===== config.mk =====
export PLATFORM = sky130hd
export DESIGN_NAME = pingpong_cbuf
export DESIGN_NICKNAME = d
export VERILOG_FILES = /design/src/rtl/fft_buf_pkg.sv /design/src/rtl/cbuf_bank.sv /design/src/rtl/pingpong_cbuf.sv
export SDC_FILE = /design/constraint.sdc
export NUM_CORES = 2
export LEC_CHECK = 0
export CAP_MARGIN = 5
export CORE_ASPECT_RATIO = 1.25
export CORE_MARGIN = 3
export CORE_UTILIZATION = 56
export DETAILED_ROUTE_END_ITERATION = 6
export GPL_TIMING_DRIVEN = 0
export PLACE_DENSITY_LB_ADDON = 0.3
export REMOVE_ABC_BUFFERS = 1
export SLEW_MARGIN = 15
export SYNTH_ARGS = -nofsm -noshare
export SYNTH_HDL_FRONTEND = slang
export SYNTH_SLANG_ARGS = --single-unit

===== constraint.sdc =====
create_clock -name CLK -period 2.9 [get_ports CLK]
set_input_delay 0.725 -clock CLK [delete_from_list [all_inputs] [get_ports CLK]]
set_output_delay 0.725 -clock CLK [all_outputs]
set_load 0.02 [all_outputs]

===== src/rtl/fft_buf_pkg.sv =====
// -----------------------------------------------------------------------------
// fft_buf_pkg
// Shared definitions for the ping-pong complex-sample buffer:
//   - bank_state_t : per-bank ownership state
//   - depth_of()   : words per bank for a given address width
//   - bit_reverse(): reverses the low w bits of an address
// Optional build macro used by the users of this package: FFT_BITREV_RD_EN.
// -----------------------------------------------------------------------------
package fft_buf_pkg;

    // Bank life cycle: EMPTY -> FILLING -> FULL -> DRAINING -> EMPTY.
    typedef enum logic [1:0] {
        ST_EMPTY    = 2'd0,
        ST_FILLING  = 2'd1,
        ST_FULL     = 2'd2,
        ST_DRAINING = 2'd3
    } bank_state_t;

    function automatic int unsigned depth_of(input int unsigned aw);
        return 32'd1 << aw;
    endfunction

    // Bit k of the input lands on bit w-1-k of the result; bits >= w are zero.
    function automatic logic [31:0] bit_reverse(input logic [31:0] a,
                                                input int unsigned w);
        logic [31:0] r;
        r = '0;
        for (int unsigned k = 0; k < w; k++) begin
            r[w-1-k] = a[k];
        end
        return r;
    endfunction

endpackage


===== src/rtl/cbuf_bank.sv =====
// -----------------------------------------------------------------------------
// cbuf_bank
// One bank of the ping-pong buffer: simple dual-port RAM, DEPTH x W, with a
// registered read address. All updates are gated by the global enable.
// Ports:
//   clk   in  clock, rising edge
//   ed    in  global enable; RAM writes and read-address updates only when 1
//   we    in  write strobe
//   waddr in  [AW-1:0] write address
//   wdata in  [W-1:0]  write data
//   re    in  read strobe (captures raddr)
//   raddr in  [AW-1:0] read address
//   rdata out [W-1:0]  word at the last captured read address
// -----------------------------------------------------------------------------
module cbuf_bank
    import fft_buf_pkg::*;
#(
    parameter int W  = 32,
    parameter int AW = 5
) (
    input  logic          clk,
    input  logic          ed,
    input  logic          we,
    input  logic [AW-1:0] waddr,
    input  logic [W-1:0]  wdata,
    input  logic          re,
    input  logic [AW-1:0] raddr,
    output logic [W-1:0]  rdata
);

    localparam int DEPTH = int'(depth_of(AW));

    logic [W-1:0]  mem [0:DEPTH-1];
    logic [AW-1:0] raddr_q;

    // RAM contents are deliberately not reset.
    always_ff @(posedge clk) begin
        if (ed) begin
            if (we) begin
                mem[waddr] <= wdata;
            end
            if (re) begin
                raddr_q <= raddr;
            end
        end
    end

    assign rdata = mem[raddr_q];

endmodule


===== src/rtl/pingpong_cbuf.sv =====
// -----------------------------------------------------------------------------
// pingpong_cbuf
// Double-buffered complex-sample RAM for FFT pipeline stages. One bank fills
// while the other drains; banks change hands only on WLAST / RLAST markers.
// Optional build macro: FFT_BITREV_RD_EN -- when defined, the read address is
// bit-reversed before addressing the RAM (writes are unaffected).
// Parameters: NB (part width), AW (address width), RD_LAT (1 or 2).
// Ports:
//   CLK, RSTN (async active-low), ED (global enable, freezes everything)
//   WE, ADDRW, DR, DI, WLAST -> write side; WRDY out
//   RE, ADDRR, RLAST         -> read side;  RRDY out
//   DOR, DOI, DVLD           -> read data and valid
//   BANK_FULL[1:0]           -> bank i is FULL or DRAINING
//   OVF / UNF                -> sticky write-overflow / read-underflow
// Handshake: a write is accepted on a rising edge with ED & WE & WRDY, a read
// with ED & RE & RRDY. WRDY/RRDY depend on registered state only, never on
// WE/RE, so a request may be held until the ready is seen.
// -----------------------------------------------------------------------------
module pingpong_cbuf
    import fft_buf_pkg::*;
#(
    parameter int NB     = 16,
    parameter int AW     = 5,
    parameter int RD_LAT = 2
) (
    input  logic          CLK,
    input  logic          RSTN,
    input  logic          ED,
    input  logic          WE,
    input  logic [AW-1:0] ADDRW,
    input  logic [NB-1:0] DR,
    input  logic [NB-1:0] DI,
    input  logic          WLAST,
    output logic          WRDY,
    input  logic          RE,
    input  logic [AW-1:0] ADDRR,
    input  logic          RLAST,
    output logic          RRDY,
    output logic [NB-1:0] DOR,
    output logic [NB-1:0] DOI,
    output logic          DVLD,
    output logic [1:0]    BANK_FULL,
    output logic          OVF,
    output logic          UNF
);

    localparam int W = 2 * NB;

    bank_state_t   bst [0:1];
    logic          wb;
    logic          rb;
    logic          ovf_q;
    logic          unf_q;
    logic          vld1;
    logic          rsel;
    logic [W-1:0]  out_q;
    logic [W-1:0]  rdata0;
    logic [W-1:0]  rdata1;
    logic [W-1:0]  rd_mux;
    logic [W-1:0]  dout;
    logic [AW-1:0] raddr_phys;
    logic          wr_acc;
    logic          rd_acc;

    assign WRDY = (bst[wb] == ST_EMPTY) || (bst[wb] == ST_FILLING);
    assign RRDY = (bst[rb] == ST_FULL)  || (bst[rb] == ST_DRAINING);

    assign wr_acc = ED && WE && WRDY;
    assign rd_acc = ED && RE && RRDY;

    assign BANK_FULL[0] = (bst[0] == ST_FULL) || (bst[0] == ST_DRAINING);
    assign BANK_FULL[1] = (bst[1] == ST_FULL) || (bst[1] == ST_DRAINING);
    assign OVF = ovf_q;
    assign UNF = unf_q;

`ifdef FFT_BITREV_RD_EN
    assign raddr_phys = AW'(bit_reverse(32'(ADDRR), AW));
`else
    assign raddr_phys = ADDRR;
`endif

    // Bank ownership, pointers, sticky errors and the first read stage.
    // A write and a read accepted in the same cycle always hit different
    // banks (writable and readable states are disjoint), so both bank
    // updates can be applied independently.
    always_ff @(posedge CLK or negedge RSTN) begin
        if (!RSTN) begin
            bst[0] <= ST_EMPTY;
            bst[1] <= ST_EMPTY;
            wb     <= 1'b0;
            rb     <= 1'b0;
            ovf_q  <= 1'b0;
            unf_q  <= 1'b0;
            vld1   <= 1'b0;
            rsel   <= 1'b0;
        end else if (ED) begin
            if (wr_acc) begin
                bst[wb] <= WLAST ? ST_FULL : ST_FILLING;
                if (WLAST) begin
                    wb <= ~wb;
                end
            end
            if (rd_acc) begin
                bst[rb] <= RLAST ? ST_EMPTY : ST_DRAINING;
                if (RLAST) begin
                    rb <= ~rb;
                end
                rsel <= rb;
            end
            if (WE && !WRDY) begin
                ovf_q <= 1'b1;
            end
            if (RE && !RRDY) begin
                unf_q <= 1'b1;
            end
            vld1 <= rd_acc;
        end
    end

    cbuf_bank #(.W(W), .AW(AW)) u_bank0 (
        .clk   (CLK),
        .ed    (ED),
        .we    (wr_acc && (wb == 1'b0)),
        .waddr (ADDRW),
        .wdata ({DR, DI}),
        .re    (rd_acc && (rb == 1'b0)),
        .raddr (raddr_phys),
        .rdata (rdata0)
    );

    cbuf_bank #(.W(W), .AW(AW)) u_bank1 (
        .clk   (CLK),
        .ed    (ED),
        .we    (wr_acc && (wb == 1'b1)),
        .waddr (ADDRW),
        .wdata ({DR, DI}),
        .re    (rd_acc && (rb == 1'b1)),
        .raddr (raddr_phys),
        .rdata (rdata1)
    );

    assign rd_mux = rsel ? rdata1 : rdata0;

    // Holds the most recent delivered word so DOR/DOI stay put while DVLD=0.
    always_ff @(posedge CLK or negedge RSTN) begin
        if (!RSTN) begin
            out_q <= '0;
        end else if (ED && vld1) begin
            out_q <= rd_mux;
        end
    end

    generate
        if (RD_LAT == 1) begin : g_lat1
            // Word is delivered straight from the RAM in the cycle after
            // acceptance; out_q keeps it once DVLD drops.
            assign dout = vld1 ? rd_mux : out_q;
            assign DVLD = vld1;
        end else begin : g_lat2
            logic vld2;
            always_ff @(posedge CLK or negedge RSTN) begin
                if (!RSTN) begin
                    vld2 <= 1'b0;
                end else if (ED) begin
                    vld2 <= vld1;
                end
            end
            assign dout = out_q;
            assign DVLD = vld2;
        end
    endgenerate

    assign DOR = dout[W-1:NB];
    assign DOI = dout[NB-1:0];

endmodule


## After elaboration in Yosys (flattened, before gate mapping)

Memory sizes are Yosys's and may differ from the RTL's. A register that Yosys moved wholly into a read port is not among the register bits.
Index checks and enable logic that the tools add are counted.
Widths: inputs -> output; s select.

| cells by class | value |
|---|---|
| $lt $le $gt $ge | 4 |
| equality and inequality tests | 7 |
| multiplexer cells | 26 |
| bitwise gates (word level) | 4 |
| reductions and logical operators | 27 |

Operator list:

| operator | number |
|---|---|
| $mux 32 | 1 |
| $mux 2 | 10 |
| $logic_and 1x1->1 | 13 |
| $eq 2x2->1 const B | 6 |
| $mux 4 | 3 |
| $mux 5 | 2 |
| $reduce_and 2->1 | 5 |
| $bwmux 4 | 2 |
| $mux 1 | 6 |
| $reduce_and 3->1 | 2 |
| $demux 2 s1 | 2 |
| $ge 2x2->1 const B | 2 |
| $logic_or 1x1->1 | 4 |
| $lt 2x1->1 const B | 2 |
| $not 1->2 | 2 |
| $eq 2x1->1 const B | 1 |
| $logic_not 1->1 | 2 |
| $logic_not 2->1 | 1 |
| $not 1->1 | 2 |

| word-level totals | value |
|---|---|
| flip-flop bits (word level) | 53 |
| RAM bits | 2,048 |
| bits of input ports | 49 |
| output and inout bits | 39 |
| word-level logic and storage cells | 82 |
| memories kept | 2 |

Memories:

| name | depth | width | read ports | clocked after Yosys merged registers in | wr ports | line | RTL |
|---|---|---|---|---|---|---|---|
| u_bank0.mem | 32 | 32 | 1 | 1 | 1 | cbuf_bank.sv:33 | `logic [W-1:0] mem [0:DEPTH-1];` |
| u_bank1.mem | 32 | 32 | 1 | 1 | 1 | cbuf_bank.sv:33 |  |

## Longest topological paths before layout

| depth | value |
|---|---|
| depth after elaboration | 11 |
| mapped depth | 9 |
| gate-level depth less buffers | 5 |

## Cells and area by module

Synthesis repeated with hierarchy kept, for this count alone.

| unflattened totals | value |
|---|---|
| cell total of the unflattened synthesis | 4,672 |
| area total of the unflattened synthesis | 82,243.9 um^2 |

By module, submodules not included:

| module | times used | cells each | area an instance (um^2) | sequential area each (um^2) |
|---|---|---|---|---|
| cbuf_bank | 2 | 2,247 | 40,168.5 | 30,999.7 |
| pingpong_cbuf | 1 | 178 | 1,906.8 | 1,026.0 |

## Worst setup path before layout

No wires, ideal clock.

| path | value |
|---|---|
| path kind | input-to-reg |
| from | input port ADDRW[2] |
| to | memory u_bank1.mem[7][0], enable pin |
| library setup time | 421 ps |
| arrival time | 2,932 ps |
| data required time | 2,479 ps |
| slack | -453 ps |
| stages on the path | 4 |
| buffers on the path | 2 |
| path through | clkbuf_1 -> or3b_2 -> clkbuf_1 -> nor2_1 |

RTL lines:

| element | line | RTL |
|---|---|---|
| from (decl) | pingpong_cbuf.sv:30 | `input logic [AW-1:0] ADDRW,` |
| to (decl) | cbuf_bank.sv:33 |  |

Straight into the memory's write port.

==> impl_metrics.csv <==
group,metric,value,unit
status,outcome,"completed",
clock_network,cts_tree,"yes",
drt,drtAntennaViolNets,0,
floorplan,die_area,148000,um2
layout,final_util,0.668,
power,p_leak,30.3,nW
global_routing,grt_max_degree,57,
place,place_inst,5518,
drt,via_per_inst,6.59,
place,gp_congestion,0.799,
clock_network,cts.sinks,2109,
floorplan,initial_utilization,0.566,
global_routing,grt_usage,0.269,
logic_synthesis,yosys_warnings,0,
logic_synthesis,synthArstFlopShare,0.0194,
layout,nets,4025,
layout,final_cells,6010,
setup_path,path_max_fanout,41,
place,dp_hpwl,116000,um
drt,wl,199000,um
clock_network,cts_buffer_depth,3,
place,placed_area,86600,um2
timing,setup_viol,0,
clock_network,insertion_delay,0.83,ns
floorplan,rows,154,
floorplan,fp.coreArea,142000,um2
layout,layout-drive-gt1-share,0.284,
timing,finalCritPeriodShare,0.999,
power,ir_drop,0.639,mV
logic_synthesis,post_synth.cell_area_avg,22.3,um2
timing,period_needed,2.90,ns
logic_synthesis,synth_area,80200,um2
timing,fmax,0.345,GHz
layout,area_delta_synth_final,17.8,%
logic_synthesis,ys.flop_type,"edfxtp_1",
clock_network,cts_htree_levels,4,
drt,vias,39631,
timing,tightestPinTransition,1.13,ns
floorplan,die_x,345,um
timing,final_hold_viol_count,0,
min_path,holdPathStages,1,
clock_network,numCtsBuffers,187,
logic_synthesis,syn_inst,3599,
setup_path,crit_path_start_kind,"flip-flop",
logic_synthesis,synth_edf_count,2058,
global_routing,grt_pass1_wl,283000,um
logic_synthesis,synthDistinctLibCells,37,
job,cap_violations,0,
global_routing,first_global_vias,40403,
global_routing,grt_antenna_before_repair,14,
timing,fin_skew,0.0284,ns
drt,drc,0,
min_path,hp-class,"in -> reg",
timing,drv_slew,0,
power,cellPowerDensity,725,nW/um2
layout,fillers,8348,
clock_network,clk_root_buffer_cell,"clkbuf_16",
drt,wl_per_cell,33.2,um
setup_path,arrival,3.62,ns
setup_path,crit_required,3.62,ns
timing,relSlewSlack,0.244,
floorplan,pin_count,88,
floorplan,dieHeight,429,um
drt,drt_iter0_markers,4989,
place,numPortBuffers,87,
layout,design_area,94500,um2
drt,drt_pass1_iterations,7,
logic_synthesis,synth_seq_area_share,0.786,
logic_synthesis,ys_ff_latch,2109,
setup_path,reg2reg_depth,8,
setup_path,worstSetupPathType,"reg -> reg",
clock_network,clk_pin_slew,0.06,ns
global_routing,gr-total-overflow,0,
setup_path,worstSetupEndpointType,"flip-flop",
-- synth_stat cells, types with 25 or more instances --
master	number	area [um2]
a22o_1	34	298
a22oi_1	64	480
a32oi_1	32	280
buf_1	25	93.8
buf_2	49	245
buf_4	31	233
clkbuf_1	89	334
dfrtp_1	41	1030
edfxtp_1	2058	61800
mux2i_1	225	2250
mux4_2	448	10100
nand2_1	145	544
nor2_1	73	274
nor3_1	33	165
o21a_1	32	240
o21ai_0	33	165
o221ai_1	96	841
o22a_1	32	280
-- final timing paths --
check	start	end	slack (ns)
max in group asynchronous	RSTN	wb	2.10
min reg2reg	u_bank1.raddr_q[1]	flip-flop	0.44
min	DI[13]	u_bank0.mem[16][13]	0.23
min in group asynchronous	RSTN	dout[3]	0.42
max reg2reg	flip-flop	dout[12]	0.004
max	flip-flop	dout[12]	0.004
-- registers in the layout, summed over array words and instances (netlist names), named ones only --
register         cells
vld1                 1
OVF                  1
u_bank0.raddr_q      5
u_bank1.mem       1024
DVLD                 1
u_bank1.raddr_q      5
bst                  2
rb                   1
rsel                 1
dout                32
wb                   1
u_bank0.mem       1024
UNF                  1
-- power by group --
part	leakage [nW]	total, mW	internal [mW]	switching [mW]
clock network	2.97	24.6	13.7	10.8
registers	19.1	34.5	33.8	0.652
logic	8.20	9.51	4.20	5.31
total	30.3	68.5	51.7	16.8
-- layer usage --
metal	up-vias	wire, um	global-route usage	share of wire
met5	-	31	0	0.00016
li1	16024	-	-	-
met2	2218	107000	0.468	0.54
met3	413	16600	0.0574	0.083
met1	20970	68900	0.337	0.35
met4	6	6500	0.0909	0.033
-- area by class of cell --
class	count	area, um2	area share
Multi-Input combinational cell	1280	16800	0.177
Timing Repair Buffer	395	6330	0.0669
Tap cell	1872	2340	0.0248
Inverter	3	11.3	0.000119
Clock inverter	107	931	0.00985
Antenna cell	4	10.0	0.000106
Sequential cell	2109	63100	0.667
Clock buffer	240	5090	0.0538
-- cell usage in the layout (no fill, tap or decap), types with 4 or more instances in the layout --
cell / instances
dfrtp_1: 37
a21oi_1: 4
mux4_2: 448
o21ai_0: 16
mux2i_1: 224
bufinv_16: 15
a32oi_2: 4
buf_12: 129
o21ai_1: 14
a22oi_1: 64
nor3_1: 32
buf_2: 32
clkdlybuf4s50_1: 51
buf_4: 94
dfxtp_4: 7
nand2_1: 134
a22o_1: 34
clkinv_2: 44
diode_2: 4
a32oi_1: 28
clkbuf_8: 4
clkinv_1: 35
bufbuf_16: 5
inv_6: 5
clkbuf_1: 41
nor2_4: 64
dfrtp_2: 4
edfxtp_1: 2058
buf_16: 77
o21a_1: 31
nand2_2: 10
o22a_1: 32
clkinvlp_4: 4
nor2_1: 9
nand3b_1: 4
clkbuf_16: 196
o221ai_1: 96
-- worst max-delay path, stage by stage, from the launching register on --
cell and delay (ns):
dfxtp_4 0.55, buf_16 0.30, buf_12 0.28, and2_4 0.36
buf_16 0.27, a22oi_1 0.13, o21ai_1 0.46, nand2_1 0.18
o221ai_1 0.11
-- logic make-up (layout without fill, tap and decap cells) --
family	count (synthesis)	count (layout)	share of synthesized area
other cells	0	4	0
compound gates	329	329	0.0327
flops	2109	2109	0.786
buf+inv	211	745	0.0134
mux	673	673	0.154
simple gates	277	278	0.0144
-- stage by stage --
stage               setup TNS [ns]  setup WS [ns]  hold WS (ns)  power [mW]
finish                           0        0.00384         0.234        68.5
global route               -0.0334        -0.0334         0.223        70.5
CTS                         -0.590        -0.0275         0.193        68.4
detailed placement        -2537.08          -1.73         0.430        44.0
global placement          -7142.29         -14.77         0.432        44.5
floorplan                  -761.29          -8.94         0.415        41.6
-- what timing repair did --
action	in CTS	in global routing
resized for setup	21	25
pin swaps	45	23
endpoints found under the setup margin	2078	532
hold buffers	1	0
gates cloned	5	2
setup buffers	73	60
hold endpoints to repair	41	0
Power figures use the tool's default switching activity.
